<file path="src/rtl/fifo_uart_tx.sv">
// UART transmitter draining a synchronous FIFO: one word per frame, LSB first, idle-high line.
// Define UART_TX_PARITY_EN to add an even-parity bit between the last data bit and the stop bit.
module fifo_uart_tx #(
    parameter int unsigned WIDTH        = 8,
    parameter int unsigned CLKS_PER_BIT = 16
) (
    input  logic             clk,
    input  logic             rst_n,
    input  logic             tx_en,
    input  logic             fifo_empty,
    input  logic [WIDTH-1:0] fifo_dout,
    output logic             fifo_rd_en,
    output logic             tx,
    output logic             busy,
    output logic             done
);

    localparam int unsigned BAUD_W = (CLKS_PER_BIT > 1) ? $clog2(CLKS_PER_BIT) : 1;
    localparam int unsigned BIT_W  = $clog2(WIDTH + 1);
    localparam logic [BAUD_W-1:0] BAUD_LAST = BAUD_W'(CLKS_PER_BIT - 1);
    localparam logic [BIT_W-1:0]  BIT_LAST  = BIT_W'(WIDTH - 1);

    typedef enum logic [2:0] {
        StIdle,
        StLoad,
        StStart,
        StData,
`ifdef UART_TX_PARITY_EN
        StParity,
`endif
        StStop
    } state_e;

    state_e             state_q, state_d;
    logic [BAUD_W-1:0]  baud_q, baud_d;
    logic [BIT_W-1:0]   bit_q, bit_d;
    logic [WIDTH-1:0]   shift_q, shift_d;
    logic               tx_q, tx_d;
    logic               busy_q, busy_d;
    logic               done_q, done_d;
`ifdef UART_TX_PARITY_EN
    logic               parity_q, parity_d;
`endif

    logic baud_end;
    assign baud_end = (baud_q == BAUD_LAST);

    always_comb begin
        state_d    = state_q;
        baud_d     = baud_q;
        bit_d      = bit_q;
        shift_d    = shift_q;
        tx_d       = tx_q;
        done_d     = 1'b0;
        fifo_rd_en = 1'b0;
`ifdef UART_TX_PARITY_EN
        parity_d   = parity_q;
`endif
        case (state_q)
            StIdle: begin
                // Gated by rst_n so no read is issued while reset is held.
                fifo_rd_en = rst_n & tx_en & ~fifo_empty;
                tx_d       = 1'b1;
                if (fifo_rd_en) begin
                    state_d = StLoad;
                end
            end
            StLoad: begin
                shift_d = fifo_dout;
                baud_d  = '0;
                bit_d   = '0;
`ifdef UART_TX_PARITY_EN
                parity_d = ^fifo_dout;
`endif
                tx_d    = 1'b0;
                state_d = StStart;
            end
            StStart: begin
                if (baud_end) begin
                    baud_d  = '0;
                    tx_d    = shift_q[0];
                    state_d = StData;
                end else begin
                    baud_d = baud_q + BAUD_W'(1);
                end
            end
            StData: begin
                if (baud_end) begin
                    baud_d  = '0;
                    shift_d = shift_q >> 1;
                    bit_d   = bit_q + BIT_W'(1);
                    if (bit_q == BIT_LAST) begin
`ifdef UART_TX_PARITY_EN
                        tx_d    = parity_q;
                        state_d = StParity;
`else
                        tx_d    = 1'b1;
                        state_d = StStop;
`endif
                    end else begin
                        tx_d = shift_d[0];
                    end
                end else begin
                    baud_d = baud_q + BAUD_W'(1);
                end
            end
`ifdef UART_TX_PARITY_EN
            StParity: begin
                if (baud_end) begin
                    baud_d  = '0;
                    tx_d    = 1'b1;
                    state_d = StStop;
                end else begin
                    baud_d = baud_q + BAUD_W'(1);
                end
            end
`endif
            StStop: begin
                if (baud_end) begin
                    baud_d  = '0;
                    tx_d    = 1'b1;
                    done_d  = 1'b1;
                    state_d = StIdle;
                end else begin
                    baud_d = baud_q + BAUD_W'(1);
                end
            end
            default: begin
                tx_d    = 1'b1;
                state_d = StIdle;
            end
        endcase
        busy_d = (state_d != StIdle);
    end

    always_ff @(posedge clk or negedge rst_n) begin
        if (!rst_n) begin
            state_q  <= StIdle;
            baud_q   <= '0;
            bit_q    <= '0;
            shift_q  <= '0;
            tx_q     <= 1'b1;
            busy_q   <= 1'b0;
            done_q   <= 1'b0;
`ifdef UART_TX_PARITY_EN
            parity_q <= 1'b0;
`endif
        end else begin
            state_q  <= state_d;
            baud_q   <= baud_d;
            bit_q    <= bit_d;
            shift_q  <= shift_d;
            tx_q     <= tx_d;
            busy_q   <= busy_d;
            done_q   <= done_d;
`ifdef UART_TX_PARITY_EN
            parity_q <= parity_d;
`endif
        end
    end

    assign tx   = tx_q;
    assign busy = busy_q;
    assign done = done_q;

endmodule

</file>
<file path="config.mk">
export PLATFORM = sky130hd
export DESIGN_NAME = fifo_uart_tx
export DESIGN_NICKNAME = d
export VERILOG_FILES = /design/src/rtl/fifo_uart_tx.sv
export SDC_FILE = /design/constraint.sdc
export NUM_CORES = 1
export LEC_CHECK = 0
export BUFFER_PORTS_ARGS = -buffer_cell sky130_fd_sc_hd__buf_2
export CAP_MARGIN = 0
export CORE_MARGIN = 5
export CORE_UTILIZATION = 44
export CTS_CLUSTER_SIZE = 28
export DETAILED_ROUTE_END_ITERATION = 12
export GPL_TIMING_DRIVEN = 0
export SYNTH_ARGS = -nofsm -noshare
export SYNTH_HDL_FRONTEND = slang
export SYNTH_SLANG_ARGS = --single-unit
</file>
<file path="constraint.sdc">
create_clock -name clk -period 1.9 [get_ports clk]
set_input_delay 0.19 -clock clk [delete_from_list [all_inputs] [get_ports clk]]
set_output_delay 0.19 -clock clk [all_outputs]
set_load 0.005 [all_outputs]
</file>
==> impl_metrics.toml, run 1 <==
[outcome]
run_status = "finished clean"

[sta]
tightestPinTransition_ps = 469
finClkSkew_ps = 2.20
hold_slack_ps = 118
hold_viol = 0
rsz0062_at_grt = "no"
final_max_slew_viol_count = 0
slew_headroom_pct = 68.8
setup_slack_ps = 129
fin_crit_sh_pct = 93.2
fmax_ghz = 0.565
period_minus_slack_ps = 1770
finalSetupViolations = 0
setup_tns_ps = 0

[cts]
cts_buffers = 3
cts_tree = "built"
cts_root_buf = "clkbuf_4"
cts.path.max_buffers = 2
clk_latency_ps = 320
clk_pin_slew_ps = 130
htree_levels = 1
cts.sinks = 22

[floorplanning]
io_pins = 16
core-area_um2 = 2690
rows = 19
die_area_um2 = 3890
dieHeight_um = 62.3
start_util_pct = 44.9
fp.dieW_um = 62.3

[critical_path]
crit_path_max_fanout = 7
end_kind = "flop"
cp.arrival_ps = 2040
cp_slowest_stage_delay_ps = 480
required_ps = 2170
critPathSlowestCell = "or4b_1"
cp-start-kind = "flop"
crit_chain = "ha_1 -> and3_1 -> buf_6 -> nand4_2 -> or4b_1 -> nand3_1"
critPathKind = "reg2reg"

[synthesis]
synth_seq_cells = 22
synth_nets = 146
async_flop_share_pct = 100
yosysSeqAreaShare_pct = 45.8
ys.flop_type = "dfrtp_1"
syn-cell-area_um2 = 1200
yosys_warnings = 0
syn_inst = 132
synthDistinctLibCells = 38
synth.avg_cell_area_um2 = 9.13
synth_edf_count = 0

[placed_design]
dp_hpwl_mm = 1.87
port_buffers = 15
gp_congestion = 0.902
dp_slack_ps = 107

[power]
ir_drop_v = 0.000266
powerDensity_nw_per_um2 = 572
finalPower_uw = 790
power_leakage_nw = 0.616

[drt]
first_pass_iters = 3
wl_mm = 2.55
wl_per_cell_um = 14.0
drt_iter0_markers = 16
drc = 0
ant_nets = 0
vias = 1015
via_per_inst = 5.58

[final_layout]
drive_gt1_share_pct = 22.5
final_cell_mix = "20 x dfrtp_1, 18 x buf_2, 16 x a21oi_1"
fill_cells = 264
fin_nets = 166
syn2layout_area_growth_pct = 14.6
fin_util_pct = 51.4
seqCellArea_um2 = 553
multi_input_area_um2 = 603
n_antenna_cell = 0
layout.cells.most_common = "dfrtp_1"

[global_route]
grt_overflow = 0
grt_max_degree = 24
antenna_found_initial = 0
grt_use_total_pct = 13.6
grt_pass1_wl_mm = 4.23
grt_pass1_vias = 923

[flow_run]
maxCapViolCount = 0

[hold_path]
hold_path.class = "in2reg"
[per-stage QoR]
| step | std cells | cell area (um^2) |
|---|---|---|
| 2_1_floorplan | 132 | 1200 |
| 3_3_place_gp | 178 | 1320 |
| 3_5_place_dp | 178 | 1320 |
| 4_1_cts | 183 | 1370 |
| 5_1_grt | 182 | 1380 |
| 6_report | 182 | 1380 |
[per-layer routing]
metal	wire length, um	global-route usage [%]	vias to the layer above	part of all wire [%]
li1	-	-	513	-
met4	52	7.16	0	2.0
met1	1210	17.1	483	48
met2	1180	21.6	14	46
met5	0	0	-	0
met3	99	3.06	5	3.9
[flip-flops by register name, indices dropped and copies added, names as in the netlist]
| register | flops |
|---|---|
| baud_q | 4 |
| bit_q | 4 |
| busy | 1 |
| done | 1 |
| shift_q | 8 |
| state_q | 3 |
| tx | 1 |
[Yosys cell counts, drive strengths merged, types with 3 or more instances]
cell	instances	share of area, %
dfrtp	21	44
a21oi	17	7.4
nor2	16	5.0
nand2	12	3.7
nand3	8	3.7
buf	7	3.5
mux2i	6	5.0
inv	4	1.2
o21ai	4	1.7
nor2b	3	1.6
[critical path, delay by kind of cell (launching register included)]
| family | cells | cell delay (ps) |
|---|---|---|
| adder cells (fa/ha/maj) | 1 | 260 |
| flip-flops | 1 | 450 |
| buffers and inverters | 1 | 130 |
| AND/OR/NAND/NOR | 4 | 870 |
[timing repair]
| item | 4_1_cts | 5_1_grt |
|---|---|---|
| endpoints found under the setup margin | 1 | 8 |
| hold buffers | 1 | 0 |
| hold endpoints to repair | 21 | 0 |
| gates resized for setup | 1 | 6 |
| setup buffers | 0 | 0 |
[area by class of cell]
type / count / area share, %
well taps: 31 / 2.81
plain buffers: 8 / 3.44
inverters: 4 / 1.09
repair buffers: 16 / 6.34
flip-flops and latches: 22 / 40.0
multi-input cells: 97 / 43.7
clock buffers: 4 / 2.63
[power by group]
| part | switching [mW] | total (mW) | internal, mW |
|---|---|---|---|
| Sequential | 0.00448 | 0.481 | 0.477 |
| Combinational | 0.0185 | 0.0358 | 0.0173 |
| Clock | 0.156 | 0.273 | 0.117 |
[cells by family after synthesis]
kind of cell    after synthesis  share of synthesized area, %
mux                           8                          6.85
fa+ha+maj                     2                          2.08
buf+inv                      13                          5.40
flops                        22                          45.8
simple gates                 52                          22.0
compound gates               35                          17.9
[path summary, 6_finish.rpt]
| check | start | end | slack, ps | cells after the start |
|---|---|---|---|---|
| worst max-delay path | baud_q[1] | bit_q[3] | 130 | 6 |
| worst min-delay path | fifo_dout[7] | shift_q[7] | 120 | 3 |
| worst max register to register | baud_q[1] | bit_q[3] | 130 | 6 |
| worst min register to register | bit_q[0] | bit_q[0] | 550 | 1 |
| max in group asynchronous | rst_n | tx | 1310 | 2 |
| min in group asynchronous | rst_n | state_q[0] | 300 | 2 |
No activity file was read; power rests on OpenSTA's default activity.
==> run 2: changes to the inputs <==
==> constraint.sdc (replaced) <==
create_clock -name clk -period 1.7 [get_ports clk]
set_input_delay 0.17 -clock clk [delete_from_list [all_inputs] [get_ports clk]]
set_output_delay 0.17 -clock clk [all_outputs]
set_load 0.005 [all_outputs]
==> impl_metrics.toml, run 2 (synthesis gave the netlist of run 1 again) <==
[outcome]
run_status = "finished clean"

[drt]
ant_nets = 0
first_pass_iters = 4
wl_mm = 2.68
vias = 1041
wl_per_cell_um = 14.3
drc = 0
via_per_inst = 5.54
drt_iter0_markers = 32

[critical_path]
cp-start-kind = "flop"
end_kind = "flop"
crit_path_max_fanout = 7
crit_chain = "ha_4 -> and3_1 -> buf_6 -> nand4_2 -> or4b_1 -> nand3_1"
critPathKind = "reg2reg"
r2r_slack_ps = 80
required_ps = 1970
critPathTopFamily = "simple AND/OR/NAND/NOR gates"
cp.arrival_ps = 1880
cp_slowest_stage_delay_ps = 480
timing.rr.end = "bit_q[3]"
path_buf_inv = 1
critPathSlowestCell = "or4b_1"
reg2reg_from = "baud_q[0]"
worst-r2r-cell-count = 6

[final_layout]
multi_input_area_um2 = 616
largestRegisters = "shift_q: 8 flops, baud_q: 4 flops, bit_q: 4 flops"
largest_reg_flops = 8
fin_nets = 172
layout.cells.non_filler = 188
regMostFlops = "shift_q"
layout.cells.most_common = "dfrtp_1"
syn2layout_area_growth_pct = 19.8
drive_gt1_share_pct = 25.5
seqCellArea_um2 = 553
n_antenna_cell = 0
final_cell_mix = "20 x dfrtp_1, 18 x buf_2, 16 x a21oi_1"
fill_cells = 255

[power]
finalPower_uw = 885
p_sw_share_pct = 22.7
power_leakage_nw = 0.643
p_int_uw = 684
clockPowerShare_pct = 34.5
ir_drop_v = 0.000296
p_comb_share_pct = 4.7
power.switching_uw = 201
powerDensity_nw_per_um2 = 613
power_frac_seq_pct = 60.7

[sta]
setup_slack_ps = 81.3
fmax_ghz = 0.618
period_minus_slack_ps = 1620
tightestPinTransition_ps = 929
finalSetupViolations = 0
final_max_slew_viol_count = 0
finClkSkew_ps = 6.08
fin_crit_sh_pct = 95.2
hold_viol = 0
slew_headroom_pct = 37.8

[cts]
clk_latency_ps = 320
clk_pin_slew_ps = 130
cts.sinks = 22
cts_tree = "built"
cts_buffers = 3
cts.path.max_buffers = 2
cts_root_buf = "clkbuf_4"
htree_levels = 1

[floorplanning]
rows = 19
fp.dieW_um = 62.3
core-area_um2 = 2690
io_pins = 16
dieHeight_um = 62.3
die_area_um2 = 3890
start_util_pct = 44.9

[hold_path]
hold_path_startpoint = "fifo_dout[7]"
min_to = "shift_q[7]"
hold_path.class = "in2reg"
min_delay_path_depth = 3

[placed_design]
dp_slack_ps = -93.1
dp_hpwl_mm = 1.87
place_inst = 178
port_buffers = 15
gp_congestion = 0.902

[global_route]
grt_pass1_wl_mm = 4.29
grt_use_total_pct = 13.9
grt_pass1_vias = 913
antenna_found_initial = 0
grt_max_degree = 22
grt_overflow = 0

[flow_run]
maxCapViolCount = 0
run 2: cell types whose count changed in the layout (fill, tap and decap cells not counted):
cell / previous run / this run
buf_4: 1 / 6
ha_4: 0 / 1
dlygate4sd3_1: 1 / 2
ha_1: 2 / 1
clkbuf_2: 1 / 0
clkbuf_4: 4 / 5
run 2: layout make-up:
class	count	share of cell area, %
multi-input combinational	97	42.6
sequential	22	38.3
timing repair buffer	22	9.19
buffer	8	3.64
tap	31	2.69
clock buffer	4	2.51
inverter	4	1.04
run 2: per-layer routing:
metal	vias up	wire (um)	track usage [%]
met4	0	52	7.16
met3	5	102	3.06
met5	-	0	0
li1	528	-	-
met1	494	1310	18.7
met2	14	1210	21.0
run 2: per-stage QoR:
step           utilization [%]  hold WS (ps)  setup TNS (ps)  cell area (um^2)
3_5_place_dp              49.1           166            -540              1320
4_1_cts                   52.4          98.0               0              1410
2_1_floorplan                -          -126               0              1200
3_3_place_gp              49.1           167            -290              1320
5_1_grt                   53.7          90.5           -12.5              1440
6_report                  53.7           100               0              1440
run 2: what timing repair did:
item,4_1_cts,5_1_grt
pin swaps,0,3
gates cloned,0,0
hold buffers,2,0
endpoints found under the setup margin,10,4
setup buffers,2,3
gates resized for setup,7,2
hold endpoints to repair,21,0
run 2: power groups by stage:
stage               clock network, mW  registers, mW  logic [mW]
floorplan                           0          0.546      0.0129
global placement                    0          0.547      0.0378
detailed placement                  0          0.548      0.0391
CTS                             0.310          0.538      0.0435
global route                    0.336          0.540      0.0491
finish                          0.306          0.538      0.0419
run 2: tightest hold or removal path, delay by kind of cell:
kind	cells	cell delay [ps]
AOI/OAI and AO/OA	1	80
buffers and inverters	2	130
run 2: worst max path at each step:
stage                from    endpoint  slack (ps)  cells after the start
2_1_floorplan   baud_q[0]    bit_q[3]          80                      6
3_5_place_dp    baud_q[0]  shift_q[5]         -90                      6
6_report        baud_q[0]    bit_q[3]          80                      6
5_1_grt        state_q[0]  fifo_rd_en         -10                      5
3_3_place_gp    baud_q[0]  shift_q[7]         -60                      5
4_1_cts        state_q[0]  fifo_rd_en          30                      5
